## src/rtl/sram_byte_writer.sv

```systemverilog
// ============================================================================
// sram_byte_writer : byte stream to 256x32b byte-lane SRAM write initiator
// Revision 1.0
// ============================================================================
`default_nettype none

module sram_byte_writer #(
  parameter int ADDR_W = 10,
  parameter int DEPTH  = 256,
  parameter int LEN_W  = 11
) (
  input  logic              clk,
  input  logic              rst,
  input  logic              start,
  input  logic [ADDR_W-1:0] base_addr,
  input  logic [LEN_W-1:0]  num_bytes,
  input  logic              in_valid,
  input  logic [7:0]        in_data,
  output logic              in_ready,
  output logic              sram_csb,
  output logic              sram_wsb,
  output logic [3:0]        sram_bytemask,
  output logic [7:0]        sram_wdata,
  output logic [ADDR_W-1:0] sram_waddr,
  output logic              busy,
  output logic              done
);

  typedef enum logic [1:0] {
    S_IDLE  = 2'd0,
    S_WRITE = 2'd1,
    S_DONE  = 2'd2
  } state_t;

  localparam logic [ADDR_W-1:0] C_LAST_ADDR = ADDR_W'(DEPTH - 1);

  state_t            state_q, state_d;
  logic [ADDR_W-1:0] addr_q, addr_d;
  logic [LEN_W-1:0]  cnt_q, cnt_d;
  logic [1:0]        lane_q, lane_d;
  logic              csb_q, csb_d;
  logic              wsb_q, wsb_d;
  logic [3:0]        mask_q, mask_d;
  logic [7:0]        wdata_q, wdata_d;
  logic [ADDR_W-1:0] waddr_q, waddr_d;
  logic              done_q, done_d;
  logic              hs;

  assign in_ready = (state_q == S_WRITE);
  assign busy     = (state_q != S_IDLE);
  assign hs       = in_valid & in_ready;

  always_comb begin
    state_d = state_q;
    addr_d  = addr_q;
    cnt_d   = cnt_q;
    lane_d  = lane_q;
    csb_d   = 1'b1;
    wsb_d   = 1'b1;
    mask_d  = 4'b0000;
    wdata_d = wdata_q;
    waddr_d = waddr_q;
    done_d  = 1'b0;

    case (state_q)
      S_IDLE: begin
        if (start) begin
          addr_d = base_addr;
          cnt_d  = num_bytes;
          lane_d = 2'd3;
          if (num_bytes == '0) begin
            state_d = S_DONE;
            done_d  = 1'b1;
          end else begin
            state_d = S_WRITE;
          end
        end
      end

      S_WRITE: begin
        if (hs) begin
          // Mask is derived only from a 2-bit lane, so a strobe is always one-hot.
          csb_d   = 1'b0;
          wsb_d   = 1'b0;
          mask_d  = 4'b0001 << lane_q;
          wdata_d = in_data;
          waddr_d = addr_q;
          cnt_d   = cnt_q - LEN_W'(1);
          if (lane_q == 2'd0) begin
            lane_d = 2'd3;
            addr_d = (addr_q >= C_LAST_ADDR) ? '0 : addr_q + ADDR_W'(1);
          end else begin
            lane_d = lane_q - 2'd1;
          end
          if (cnt_q == LEN_W'(1)) begin
            state_d = S_DONE;
            done_d  = 1'b1;
          end
        end
      end

      S_DONE: begin
        state_d = S_IDLE;
      end

      default: begin
        state_d = S_IDLE;
      end
    endcase
  end

  always_ff @(posedge clk) begin
    if (rst) begin
      state_q <= S_IDLE;
      addr_q  <= '0;
      cnt_q   <= '0;
      lane_q  <= 2'd0;
      csb_q   <= 1'b1;
      wsb_q   <= 1'b1;
      mask_q  <= 4'b0000;
      wdata_q <= 8'h00;
      waddr_q <= '0;
      done_q  <= 1'b0;
    end else begin
      state_q <= state_d;
      addr_q  <= addr_d;
      cnt_q   <= cnt_d;
      lane_q  <= lane_d;
      csb_q   <= csb_d;
      wsb_q   <= wsb_d;
      mask_q  <= mask_d;
      wdata_q <= wdata_d;
      waddr_q <= waddr_d;
      done_q  <= done_d;
    end
  end

  assign sram_csb      = csb_q;
  assign sram_wsb      = wsb_q;
  assign sram_bytemask = mask_q;
  assign sram_wdata    = wdata_q;
  assign sram_waddr    = waddr_q;
  assign done          = done_q;

endmodule

`default_nettype wire

```

## config.mk

```make
export PLATFORM = sky130hd
export DESIGN_NAME = sram_byte_writer
export DESIGN_NICKNAME = d
export VERILOG_FILES = /design/src/rtl/sram_byte_writer.sv
export SDC_FILE = /design/constraint.sdc
export NUM_CORES = 1
export LEC_CHECK = 0
export CAP_MARGIN = 15
export CORE_MARGIN = 2
export CORE_UTILIZATION = 45
export DETAILED_ROUTE_END_ITERATION = 12
export GPL_ROUTABILITY_DRIVEN = 0
export PLACE_DENSITY_LB_ADDON = 0.1
export SETUP_SLACK_MARGIN = 0.02
export SLEW_MARGIN = 40
export SYNTH_ARGS = -nofsm -noshare
export SYNTH_HDL_FRONTEND = slang
export SYNTH_SLANG_ARGS = --single-unit
```

## constraint.sdc

```tcl
create_clock -name clk -period 2 [get_ports clk]
set_clock_uncertainty 0.1 [all_clocks]
set_input_delay 0.3 -clock clk [delete_from_list [all_inputs] [get_ports clk]]
set_output_delay 0.3 -clock clk [all_outputs]
set_load 0.05 [all_outputs]
```

## Word-level counts from Yosys, hierarchy flattened

Index checks and enable logic that the tools add are counted.
W data, S select, Z words.

| cells by class | value |
|---|---|
| $add $sub $neg | 3 |
| order comparisons | 1 |
| eq/ne operators | 6 |
| shift-type cells | 1 |
| muxes and demuxes | 23 |
| bitwise gates (word level) | 3 |
| reduce and logical (&&, ||, !) cells | 11 |

Operator list:

| cell | count |
|---|---|
| $mux W10 | 4 |
| $mux W11 | 2 |
| $pmux W11 S2 | 1 |
| $pmux W10 S2 | 1 |
| $mux W2 | 7 |
| $eq A11 B1 Y1 const B | 1 |
| $logic_not A11 Y1 | 1 |
| $sub A11 B1 Y11 const B | 1 |
| $add A10 B1 Y10 const B | 1 |
| $ge A10 B8 Y1 const B | 1 |
| $pmux W2 S2 | 2 |
| $ne A2 B1 Y1 const B | 3 |
| $reduce_and A3 Y1 | 2 |
| $mux W1 | 5 |
| $logic_not A2 Y1 | 2 |
| $reduce_and A4 Y1 | 1 |
| $reduce_bool A2 Y1 | 2 |
| $shl A1 B2 Y4 const A | 1 |
| $reduce_or A3 Y1 | 1 |
| $eq A2 B1 Y1 const B | 1 |
| $ne A2 B2 Y1 const B | 1 |
| $not A1 Y1 | 2 |
| $pmux W1 S2 | 1 |
| $reduce_and A2 Y1 | 1 |
| 3 further kinds | 3 |

| storage, ports and cells | value |
|---|---|
| register bits | 49 |
| bits of input ports | 33 |
| output and inout bits | 27 |
| word-level logic and storage cells | 57 |

## Longest topological paths before layout

Gate-level depths: netlist of the first run.

| logic depth | value |
|---|---|
| word-level depth | 5 |
| gate-level depth with buffers | 9 |
| mapped depth without buffers | 6 |

## Worst setup path before layout of the first run

Ideal clock, no wire load.

| timing | value |
|---|---|
| path type | register to register |
| start point | register state_q[0] |
| end point | register cnt_q[7] |
| library setup time | 86 ps |
| arrival time | 1825 ps |
| required time | 1814 ps |
| setup slack | -11 ps |
| cell stages (with the launch flop) | 8 |
| path buffers | 3 |
| cells stage by stage | dfxtp_1 > buf_2 > nand2b_1 > clkbuf_1 > inv_1 > clkbuf_1 > o32ai_1 > a211oi_1 |

| between the ends | value |
|---|---|
| longest elaborated chain between the ends | 4 |

RTL lines:

| what | line | source |
|---|---|---|
| start, declared | 37 | `state_t state_q, state_d;` |
| start signal, assigned | 125 | `state_q <= state_d;` |
| $eq A2 B1 Y1 (*) | 49 | `assign in_ready = (state_q == S_WRITE);` |
| via in_ready | 19 | `output logic in_ready,` |
| $and A1 B1 Y1 | 51 | `assign hs = in_valid & in_ready;` |
| $ne A2 B1 Y1 (no line) | - |  |
| $reduce_and A3 Y1 (no line) | - |  |
| end signal, assigned | 127 | `cnt_q <= cnt_d;` |
| end, declared | 39 | `logic [LEN_W-1:0] cnt_q, cnt_d;` |

The timed path passes the listed nets; every way through them passes the cells marked *.
A chain may end at the register's enable or synchronous reset.

## Worst setup path in the final report of the first run

| timing | value |
|---|---|
| start point | register cnt_q[5] |
| end point | register state_q[1] |

| between the ends | value |
|---|---|
| longest elaborated chain between the ends | 3 |

RTL lines:

| what | line | source |
|---|---|---|
| $eq A11 B1 Y1 | 95 | `if (cnt_q == LEN_W'(1)) begin` |
| $ne A2 B1 Y1 (no line) | - |  |
| $reduce_and A3 Y1 (no line) | - |  |

Every way passes these cells.

==> results of run 1 <==
path summary, 6_finish.rpt:
check,slack (ns),startpoint,to,cells after the start
min,0.36,sram_waddr[1],sram_waddr[1],2
min reg2reg,0.36,sram_waddr[1],sram_waddr[1],2
max,0.11,cnt_q[5],state_q[1],4
max reg2reg,0.11,cnt_q[5],state_q[1],4
what timing repair did:
action / CTS / global route
gates resized for setup: 0 / 3
hold endpoints to repair: 0 / 0
setup endpoints to repair: 0 / 5
cells in the final DEF, fill, tap and decap left out, drive strengths merged, types with 6 or more instances in the layout:
cell type,count
a211oi,7
a21oi,43
buf,26
clkbuf,6
clkdlybuf4s50,57
dfxtp,49
inv,9
nand2,53
nand2b,6
nand3,7
nor2,11
nor3,12
o21ai,15
metal layers:
layer	part of all wire, %	vias up	track usage [%]
li1	-	1191	-
met1	47	1077	29.3
met2	46	62	34.4
met3	5.2	6	4.76
met4	1.0	0	5.65
met5	0	-	0
cells by family (layout without fill, tap and decap cells):
family,after synthesis,count (layout),synth area share [%]
AOI/OAI and AO/OA,90,90,24.1
and+or+nand+nor,119,119,25.6
buffers and inverters,31,100,5.63
adders and majority gates,4,4,2.17
DFF,49,49,42.5
final cells by class:
cell class | count | area [sq um]
Clock buffer | 6 | 82.6
Clock inverter | 2 | 37.5
Fill cell | 452 | 1800
Inverter | 9 | 33.8
Multi-Input combinational cell | 213 | 1210
Sequential cell | 49 | 981
Tap cell | 70 | 87.6
Timing Repair Buffer | 83 | 803
sequential cells by signal, indices dropped and copies added, names as in the netlist:
name,flops
addr_q,10
cnt_q,11
done,1
lane_q,2
sram_bytemask,4
sram_waddr,10
sram_wdata,8
sram_wsb,1
state_q,2
tightest hold or removal path, cell delays in order, from the launching register on:
cell     delay (ns)
dfxtp_1        0.32
nand2_1        0.05
a21oi_1        0.05
stage by stage:
stage / setup slack, ns / hold slack [ns] / util [%] / setup TNS [ns]
5_1_grt: -0.0234 / 0.375 / 64.2 / -0.0234
3_5_place_dp: 0.0491 / 0.346 / 61.6 / 0
6_report: 0.115 / 0.356 / 64.2 / 0
4_1_cts: 0.122 / 0.359 / 63.9 / 0
2_1_floorplan: 0.170 / 0.324 / - / 0
3_3_place_gp: 0.0662 / 0.340 / 61.6 / 0
power groups by stage:
stage	clock (mW)	sequential, mW	combinational, mW
CTS	0.767	1.12	0.674
floorplan	0	1.18	0.364
finish	0.754	1.12	0.680
global placement	0	1.14	0.660
global route	0.795	1.14	0.745
detailed placement	0	1.14	0.671
==> flow_metrics.py, run 1 <==
metrics = {
    "status": {
        "status": "finished clean",
    },
    "timing": {
        "finalCritPeriodShare_pct": 94.3,
        "hold_viol_final": 0,
        "max_slew_margin_pct": 63.4,
        "period_needed_ns": 1.89,
        "worstMarginPinSlew_ns": 0.547,
        "setup_viol": 0,
        "slew_viol_final": 0,
        "fmax_ghz": 0.530,
    },
    "critical_path": {
        "cp_num_buf_inv": 0,
        "endpoint_kind": "flop",
        "cp_top_family": "simple AND/OR/NAND/NOR gates",
        "cp_max_fo": 5,
        "critPathLaunchType": "flop",
        "worstPathCellList": "or4_1 > or3_1 > o21ai_2 > nor4b_1",
        "worst-setup-path-type": "flop to flop",
        "cp_data_arrival_time_ns": 1.99,
        "slowest_delay_ns": 0.52,
        "crit_required_ns": 2.11,
        "crit_slowest_cell": "or4_1",
    },
    "synth": {
        "synth.top_cells.by_area": "dfxtp_1, a21oi_1, nand2_1",
        "yosysMostFrequentCell": "nand2_1",
        "seq_area_frac_synth_pct": 42.5,
        "synth_warnings": 0,
        "syn_inst": 293,
        "async_flop_share_pct": 0,
        "syn_area_sq_um": 2310,
        "synth_top_area_share_pct": 42.5,
        "synth_top_area_cell": "dfxtp_1",
        "avgSynthCellArea_sq_um": 7.88,
        "synth-edff-count": 0,
        "syn_nets": 330,
        "synth_common_cells": "nand2_1, dfxtp_1, a21oi_1, clkbuf_1, o21ai_0",
        "synth_cell_types": 44,
        "synthFlopType": "dfxtp_1",
        "synth_seq_cells": 49,
    },
    "clock_network": {
        "cts_hold_buf": 0,
        "insertion_delay_ns": 0.31,
        "cts_root_buf": "clkbuf_8",
        "post_cts_buffers": 0,
        "clkSlewWorstSetupHoldPaths_ns": 0.10,
        "htreeDepth": 2,
        "clock_path_buffers": 2,
        "cts_num_sinks": 49,
        "cts_made_buffers": 5,
        "cts_tree": "yes",
    },
    "drt": {
        "drtAntennaViolNets": 0,
        "vias": 2336,
        "wirelength_um": 5920,
        "first_pass_iters": 4,
        "drc": 0,
        "drt_first_iter_violations": 130,
        "wl_per_cell_um": 13.7,
        "via_per_inst": 5.41,
    },
    "floorplanning": {
        "die_x_um": 75.6,
        "die_y_um": 75.6,
        "dieArea_sq_um": 5720,
        "core_sq_um": 5040,
        "num_rows": 26,
        "io_pins": 60,
        "initial_core_util_pct": 45.8,
    },
    "cells_and_area": {
        "nNetsFinal": 398,
        "drive_above_1_share_pct": 11.6,
        "diodes": 0,
        "stdcell_count": 432,
        "syn_to_final_growth_pct": 40.2,
        "final_area_sq_um": 3240,
    },
    "place": {
        "io_buffers": 59,
        "placed_cell_area_sq_um": 3100,
        "dp_hpwl_um": 4220,
        "dp_cells": 424,
    },
    "power": {
        "p_total_mw": 2.56,
        "p_seq_share_pct": 43.9,
        "p_leak_nw": 1.15,
        "power.switching_uw": 793,
        "intPower_mw": 1.76,
        "p_per_area_nw_per_um2": 790,
        "switching_share_pct": 31.0,
        "p_comb_share_pct": 26.6,
        "clockPowerShare_pct": 29.5,
        "irDropWorstVdd_mv": 0.423,
    },
    "global_route": {
        "grt_pass1_wl_um": 9450,
        "grt_max_degree": 22,
        "antenna_found_initial": 0,
        "grt_overflow": 0,
        "groute.usage.overall_pct": 21.4,
        "grt_pass1_vias": 2056,
    },
    "hold_path": {
        "hold_path_class": "flop to flop",
    },
    "run": {
        "max_cap_viol_count": 0,
    },
}
No activity file was read; power rests on OpenSTA's default activity.
==> inputs of run 2 (changes only) <==
--- a/config.mk
+++ b/config.mk
@@ -6,11 +6,12 @@
 export NUM_CORES = 1
 export LEC_CHECK = 0
 export CAP_MARGIN = 15
-export CORE_MARGIN = 2
 export CORE_UTILIZATION = 45
 export DETAILED_ROUTE_END_ITERATION = 12
 export GPL_ROUTABILITY_DRIVEN = 0
+export HOLD_SLACK_MARGIN = 0.08
 export PLACE_DENSITY_LB_ADDON = 0.1
+export RECOVER_POWER = 100
 export SETUP_SLACK_MARGIN = 0.02
 export SLEW_MARGIN = 40
 export SYNTH_ARGS = -nofsm -noshare
==> run 2 against run 1 <==
Effect of this change: first-iteration DRC count decreased by 12%; critical path depth decreased by 3; maximum frequency decreased by 1.8%; combinational power decreased by 6.0%; die area decreased by 5.2%; critical path type is now flop to output pin.
==> flow_metrics.py, run 2 (synthesis results as in run 1) <==
metrics = {
    "drt": {
        "via_per_inst": 5.46,
        "wl_per_cell_um": 13.5,
        "wirelength_um": 5730,
        "drc": 0,
        "drt_first_iter_violations": 115,
        "drtAntennaViolNets": 0,
        "first_pass_iters": 4,
        "vias": 2321,
    },
    "floorplanning": {
        "dieArea_sq_um": 5420,
        "io_pins": 60,
        "core_sq_um": 4820,
        "num_rows": 25,
        "die_y_um": 73.6,
        "initial_core_util_pct": 47.9,
        "die_x_um": 73.6,
    },
    "cells_and_area": {
        "drive_above_1_share_pct": 9.50,
        "diodes": 0,
        "nNetsFinal": 394,
        "top_register": "cnt_q",
        "layout_commonest_cell": "nand2_1",
        "largest_register_ffs": 11,
        "syn_to_final_growth_pct": 37.4,
        "mostFrequentLayoutCells": "nand2_1, dfxtp_1, a21oi_1, clkdlybuf4s50_1, dlygate4sd3_1",
    },
    "timing": {
        "finalCritPeriodShare_pct": 96.0,
        "slew_viol_final": 0,
        "setup_viol": 0,
        "rsz0062_at_grt": "true",
        "period_needed_ns": 1.92,
        "setup_tns_ns": 0,
        "max_slew_margin_pct": 65.2,
        "worstMarginPinSlew_ns": 0.521,
        "hold_viol_final": 0,
        "fmax_ghz": 0.521,
    },
    "power": {
        "power.switching_uw": 785,
        "clockPowerShare_pct": 29.8,
        "p_total_mw": 2.51,
        "p_comb_share_pct": 25.4,
        "p_per_area_nw_per_um2": 792,
        "p_leak_nw": 1.18,
        "intPower_mw": 1.73,
        "irDropWorstVdd_mv": 0.492,
        "p_seq_share_pct": 44.8,
        "switching_share_pct": 31.2,
    },
    "clock_network": {
        "clock_path_buffers": 2,
        "cts_made_buffers": 5,
        "cts_num_sinks": 49,
        "cts_root_buf": "clkbuf_8",
        "cts_tree": "yes",
        "cts_hold_buf": 0,
        "post_cts_buffers": 0,
        "insertion_delay_ns": 0.31,
        "htreeDepth": 2,
        "clkSlewWorstSetupHoldPaths_ns": 0.09,
    },
    "place": {
        "io_buffers": 59,
        "dp_hpwl_um": 3940,
    },
    "critical_path": {
        "crit_path_end": "sram_waddr[4]",
        "r2r_start": "cnt_q[4]",
        "cp_num_buf_inv": 1,
        "cp_max_fo": 2,
        "regToRegSetupSlack_ns": 0.10,
        "crit_cells": 1,
        "cp_top_family": "buffers and inverters",
        "cp_data_arrival_time_ns": 1.52,
        "crit_required_ns": 1.60,
        "endpoint_kind": "output pin",
        "slowest_delay_ns": 0.87,
        "r2r_end": "done",
        "cp-startpoint": "sram_waddr[4]",
        "critPathLaunchType": "flop",
        "rr_worst_depth": 4,
        "worst-setup-path-type": "flop to output pin",
        "crit_slowest_cell": "dlygate4sd3_1",
        "worstPathCellList": "dlygate4sd3_1",
    },
    "global_route": {
        "grt_busiest_layer": "met2",
        "use_met2_pct": 35.3,
        "grt_overflow": 0,
        "antenna_found_initial": 0,
        "grt_pass1_vias": 2041,
        "grt_pass1_wl_um": 9460,
        "use_met3_pct": 4.94,
        "grtUsageMet1_pct": 31.2,
        "grt_max_degree": 49,
        "groute.usage.overall_pct": 22.6,
    },
    "hold_path": {
        "hold_path_class": "flop to flop",
    },
    "status": {
        "status": "finished clean",
    },
    "run": {
        "max_cap_viol_count": 0,
    },
}
[run 2: cell count changes in the layout (fill, tap and decap cells not counted), sizes merged]
| cell | delta |
|---|---|
| buf | -14 |
| dlygate4sd3 | +23 |
| clkbuf | +10 |
| clkdlybuf4s50 | -23 |
[run 2: worst min-delay path by stage]
stage,from,end,cells after the start
final,sram_waddr[1],sram_waddr[1],2
after global routing,sram_waddr[0],sram_waddr[0],2
after CTS,sram_waddr[9],sram_waddr[9],2
after detailed placement,sram_waddr[1],sram_waddr[1],2
after global placement,sram_wdata[6],sram_wdata[6],2
after floorplan,lane_q[0],sram_bytemask[2],1
[run 2: layout make-up]
type / count / area (sq um)
Clock buffer: 6 / 82.6
Multi-Input combinational cell: 213 / 1220
Inverter: 9 / 33.8
Tap cell: 67 / 83.8
Fill cell: 458 / 1640
Sequential cell: 49 / 981
Timing Repair Buffer: 79 / 738
Clock inverter: 2 / 37.5
[run 2: metrics by stage]
step / cells / setup WS [ns] / hold slack (ns) / area (sq um) / utilization (%)
floorplan: 293 / 0.170 / 0.324 / 2310 / -
global placement: 417 / 0.0101 / 0.340 / 3070 / 63.7
detailed placement: 417 / 0.00915 / 0.346 / 3070 / 63.7
CTS: 425 / 0.0690 / 0.358 / 3200 / 66.4
global route: 425 / 0.0134 / 0.369 / 3170 / 65.9
finish: 425 / 0.0797 / 0.353 / 3170 / 65.9
[run 2: repair_timing]
action	CTS	global route
gates resized for setup	1	3
endpoints found under the setup margin	1	4
endpoints found under the hold margin	0	0
[run 2: metal layers]
metal | up-vias | wire (um)
li1 | 1176 | -
met1 | 1071 | 2830
met2 | 69 | 2550
met3 | 5 | 291
met4 | 0 | 63
met5 | - | 0
[run 2: power groups by stage]
stage	Combinational (mW)	Sequential (mW)	Clock (mW)
2_1_floorplan	0.364	1.18	0
3_3_place_gp	0.648	1.14	0
3_5_place_dp	0.653	1.15	0
4_1_cts	0.659	1.12	0.766
5_1_grt	0.702	1.14	0.803
6_report	0.639	1.13	0.750
==> inputs of run 3 (changes only) <==
--- a/config.mk
+++ b/config.mk
@@ -6,14 +6,13 @@
 export NUM_CORES = 1
 export LEC_CHECK = 0
 export CAP_MARGIN = 15
-export CORE_UTILIZATION = 45
+export CORE_UTILIZATION = 48
 export DETAILED_ROUTE_END_ITERATION = 12
 export GPL_ROUTABILITY_DRIVEN = 0
 export HOLD_SLACK_MARGIN = 0.08
 export PLACE_DENSITY_LB_ADDON = 0.1
 export RECOVER_POWER = 100
 export SETUP_SLACK_MARGIN = 0.02
-export SLEW_MARGIN = 40
 export SYNTH_ARGS = -nofsm -noshare
 export SYNTH_HDL_FRONTEND = slang
 export SYNTH_SLANG_ARGS = --single-unit
==> run 3 against run 2 <==
Effect of this change: the flow now finishes with violations (DRC); critical path depth unchanged; wire length down 1.2%; non-clock buffer count up 2; sequential cell count unchanged; worst hold slack worse by 0.0047 ns; critical path type unchanged; largest cell class unchanged; largest power group unchanged.
==> flow_metrics.py, run 3 (synthesis results as in run 1) <==
metrics = {
    "status": {
        "status": "finished, violations left",
        "violations": "DRC",
    },
    "floorplanning": {
        "initial_core_util_pct": 51.6,
        "core_sq_um": 4470,
        "dieArea_sq_um": 5090,
        "die_y_um": 71.4,
        "io_pins": 60,
        "num_rows": 24,
        "die_x_um": 71.4,
    },
    "timing": {
        "worstMarginPinSlew_ns": 0.577,
        "fin_ws_ns": 0.0842,
        "fmax_ghz": 0.522,
        "setup_viol": 0,
        "rsz0062_at_grt": "false",
        "max_slew_margin_pct": 61.4,
        "finalCritPeriodShare_pct": 95.8,
        "slew_viol_final": 0,
        "hold_viol_final": 0,
        "setup_tns_ns": 0,
        "period_needed_ns": 1.92,
    },
    "run": {
        "max_cap_viol_count": 0,
    },
    "global_route": {
        "grt_pass1_wl_um": 9780,
        "grt_pass1_vias": 2223,
        "grt_max_degree": 21,
        "antenna_found_initial": 0,
        "groute.usage.overall_pct": 24.0,
        "grt_overflow": 0,
    },
    "hold_path": {
        "hold_path_class": "flop to flop",
        "worstHoldStart": "sram_waddr[1]",
        "holdPathStages": 2,
    },
    "critical_path": {
        "worst-setup-path-type": "flop to output pin",
        "rr_worst_depth": 4,
        "slowest_delay_ns": 0.89,
        "cp_num_buf_inv": 1,
        "cp-startpoint": "sram_waddr[9]",
        "crit_required_ns": 1.60,
        "cp_max_fo": 2,
        "endpoint_kind": "output pin",
        "cp_top_family": "buffers and inverters",
        "critPathLaunchType": "flop",
        "r2r_start": "cnt_q[4]",
        "cp_data_arrival_time_ns": 1.52,
        "worstPathCellList": "dlygate4sd3_1",
        "crit_slowest_cell": "dlygate4sd3_1",
        "crit_cells": 1,
    },
    "clock_network": {
        "clock_path_buffers": 2,
        "htreeDepth": 2,
        "insertion_delay_ns": 0.30,
        "cts_made_buffers": 5,
        "cts_tree": "yes",
        "cts_root_buf": "clkbuf_8",
        "clkSlewWorstSetupHoldPaths_ns": 0.09,
        "cts_num_sinks": 49,
        "cts_hold_buf": 0,
    },
    "cells_and_area": {
        "largest_register_ffs": 11,
        "syn_to_final_growth_pct": 38.0,
        "top_register": "cnt_q",
        "diodes": 0,
        "final_area_sq_um": 3190,
        "layout_commonest_cell": "nand2_1",
        "mostFrequentLayoutCells": "nand2_1, dfxtp_1, a21oi_1, clkdlybuf4s50_1, dlygate4sd3_1",
        "nNetsFinal": 396,
        "drive_above_1_share_pct": 10.3,
    },
    "power": {
        "p_leak_nw": 1.21,
        "p_per_area_nw_per_um2": 790,
        "irDropWorstVdd_mv": 0.491,
    },
    "drt": {
        "wl_met2_um": 2710,
        "via_per_inst": 5.70,
        "wirelength_met1_um": 2600,
        "wl_per_cell_um": 13.7,
        "drc": 4,
        "vias": 2348,
        "wirelength_um": 5660,
        "first_pass_iters": 9,
        "highest_layer": "met4",
        "drt_first_iter_violations": 158,
        "drtAntennaViolNets": 0,
        "routed-wl-met3_um": 306,
    },
    "place": {
        "pre_cts_slack_ns": 0.0204,
        "io_buffers": 59,
        "dp_hpwl_um": 4080,
        "placed_cell_area_sq_um": 3070,
    },
}
-- run 3: cell count changes in the layout (fill, tap and decap cells not counted), moves of 2 or more --
cell             delta
clkbuf_1            -2
clkdlybuf4s50_1     -3
dlygate4sd3_1       +3
buf_4               +7
clkbuf_4            +2
clkbuf_2            -4
-- run 3: layout make-up --
class	count	area, sq um
clock buffer	6	82.6
sequential	49	981
tap	52	65.1
multi-input combinational	213	1220
fill	387	1290
clock inverter	2	37.5
inverter	9	33.8
timing repair buffer	81	767
-- run 3: final timing paths --
| check | to | slack, ns |
|---|---|---|
| setup / recovery | sram_waddr[9] | 0.08 |
| hold / removal | sram_waddr[1] | 0.35 |
| setup reg to reg | done | 0.10 |
| hold reg to reg | sram_waddr[1] | 0.35 |
-- run 3: stage by stage --
stage | std cells | hold slack, ns | power [mW] | util [%]
6_report | 412 | 0.349 | 2.52 | 71.2
5_1_grt | 412 | 0.375 | 2.64 | 71.2
4_1_cts | 412 | 0.357 | 2.54 | 71.4
3_5_place_dp | 404 | 0.345 | 1.81 | 68.5
3_3_place_gp | 404 | 0.340 | 1.79 | 68.5
2_1_floorplan | 293 | 0.324 | 1.54 | -
-- run 3: what timing repair did --
item | CTS | global route
hold endpoints to repair | 0 | 0
gates resized for setup | 1 | 2
endpoints found under the setup margin | 1 | 2
buffers inserted | 0 | 0
-- run 3: report_power, final --
part / leakage [nW] / switching [mW] / internal (mW)
clock network: 0.0574 / 0.333 / 0.407
logic: 0.753 / 0.367 / 0.287
registers: 0.401 / 0.0772 / 1.05
total: 1.21 / 0.777 / 1.74
-- run 3: per-layer routing --
layer / vias to the layer above / global-route usage (%)
li1: 1185 / -
met1: 1089 / 30.4
met2: 69 / 41.9
met3: 5 / 4.36
met4: 0 / 6.67
met5: - / 0
-- run 3: worst reg2reg max path, stage by stage, from the launching register on --
cell     delay [ns]
dfxtp_1        0.37
or4_1          0.57
or3_1          0.34
o21ai_2        0.18
nor4b_4        0.24
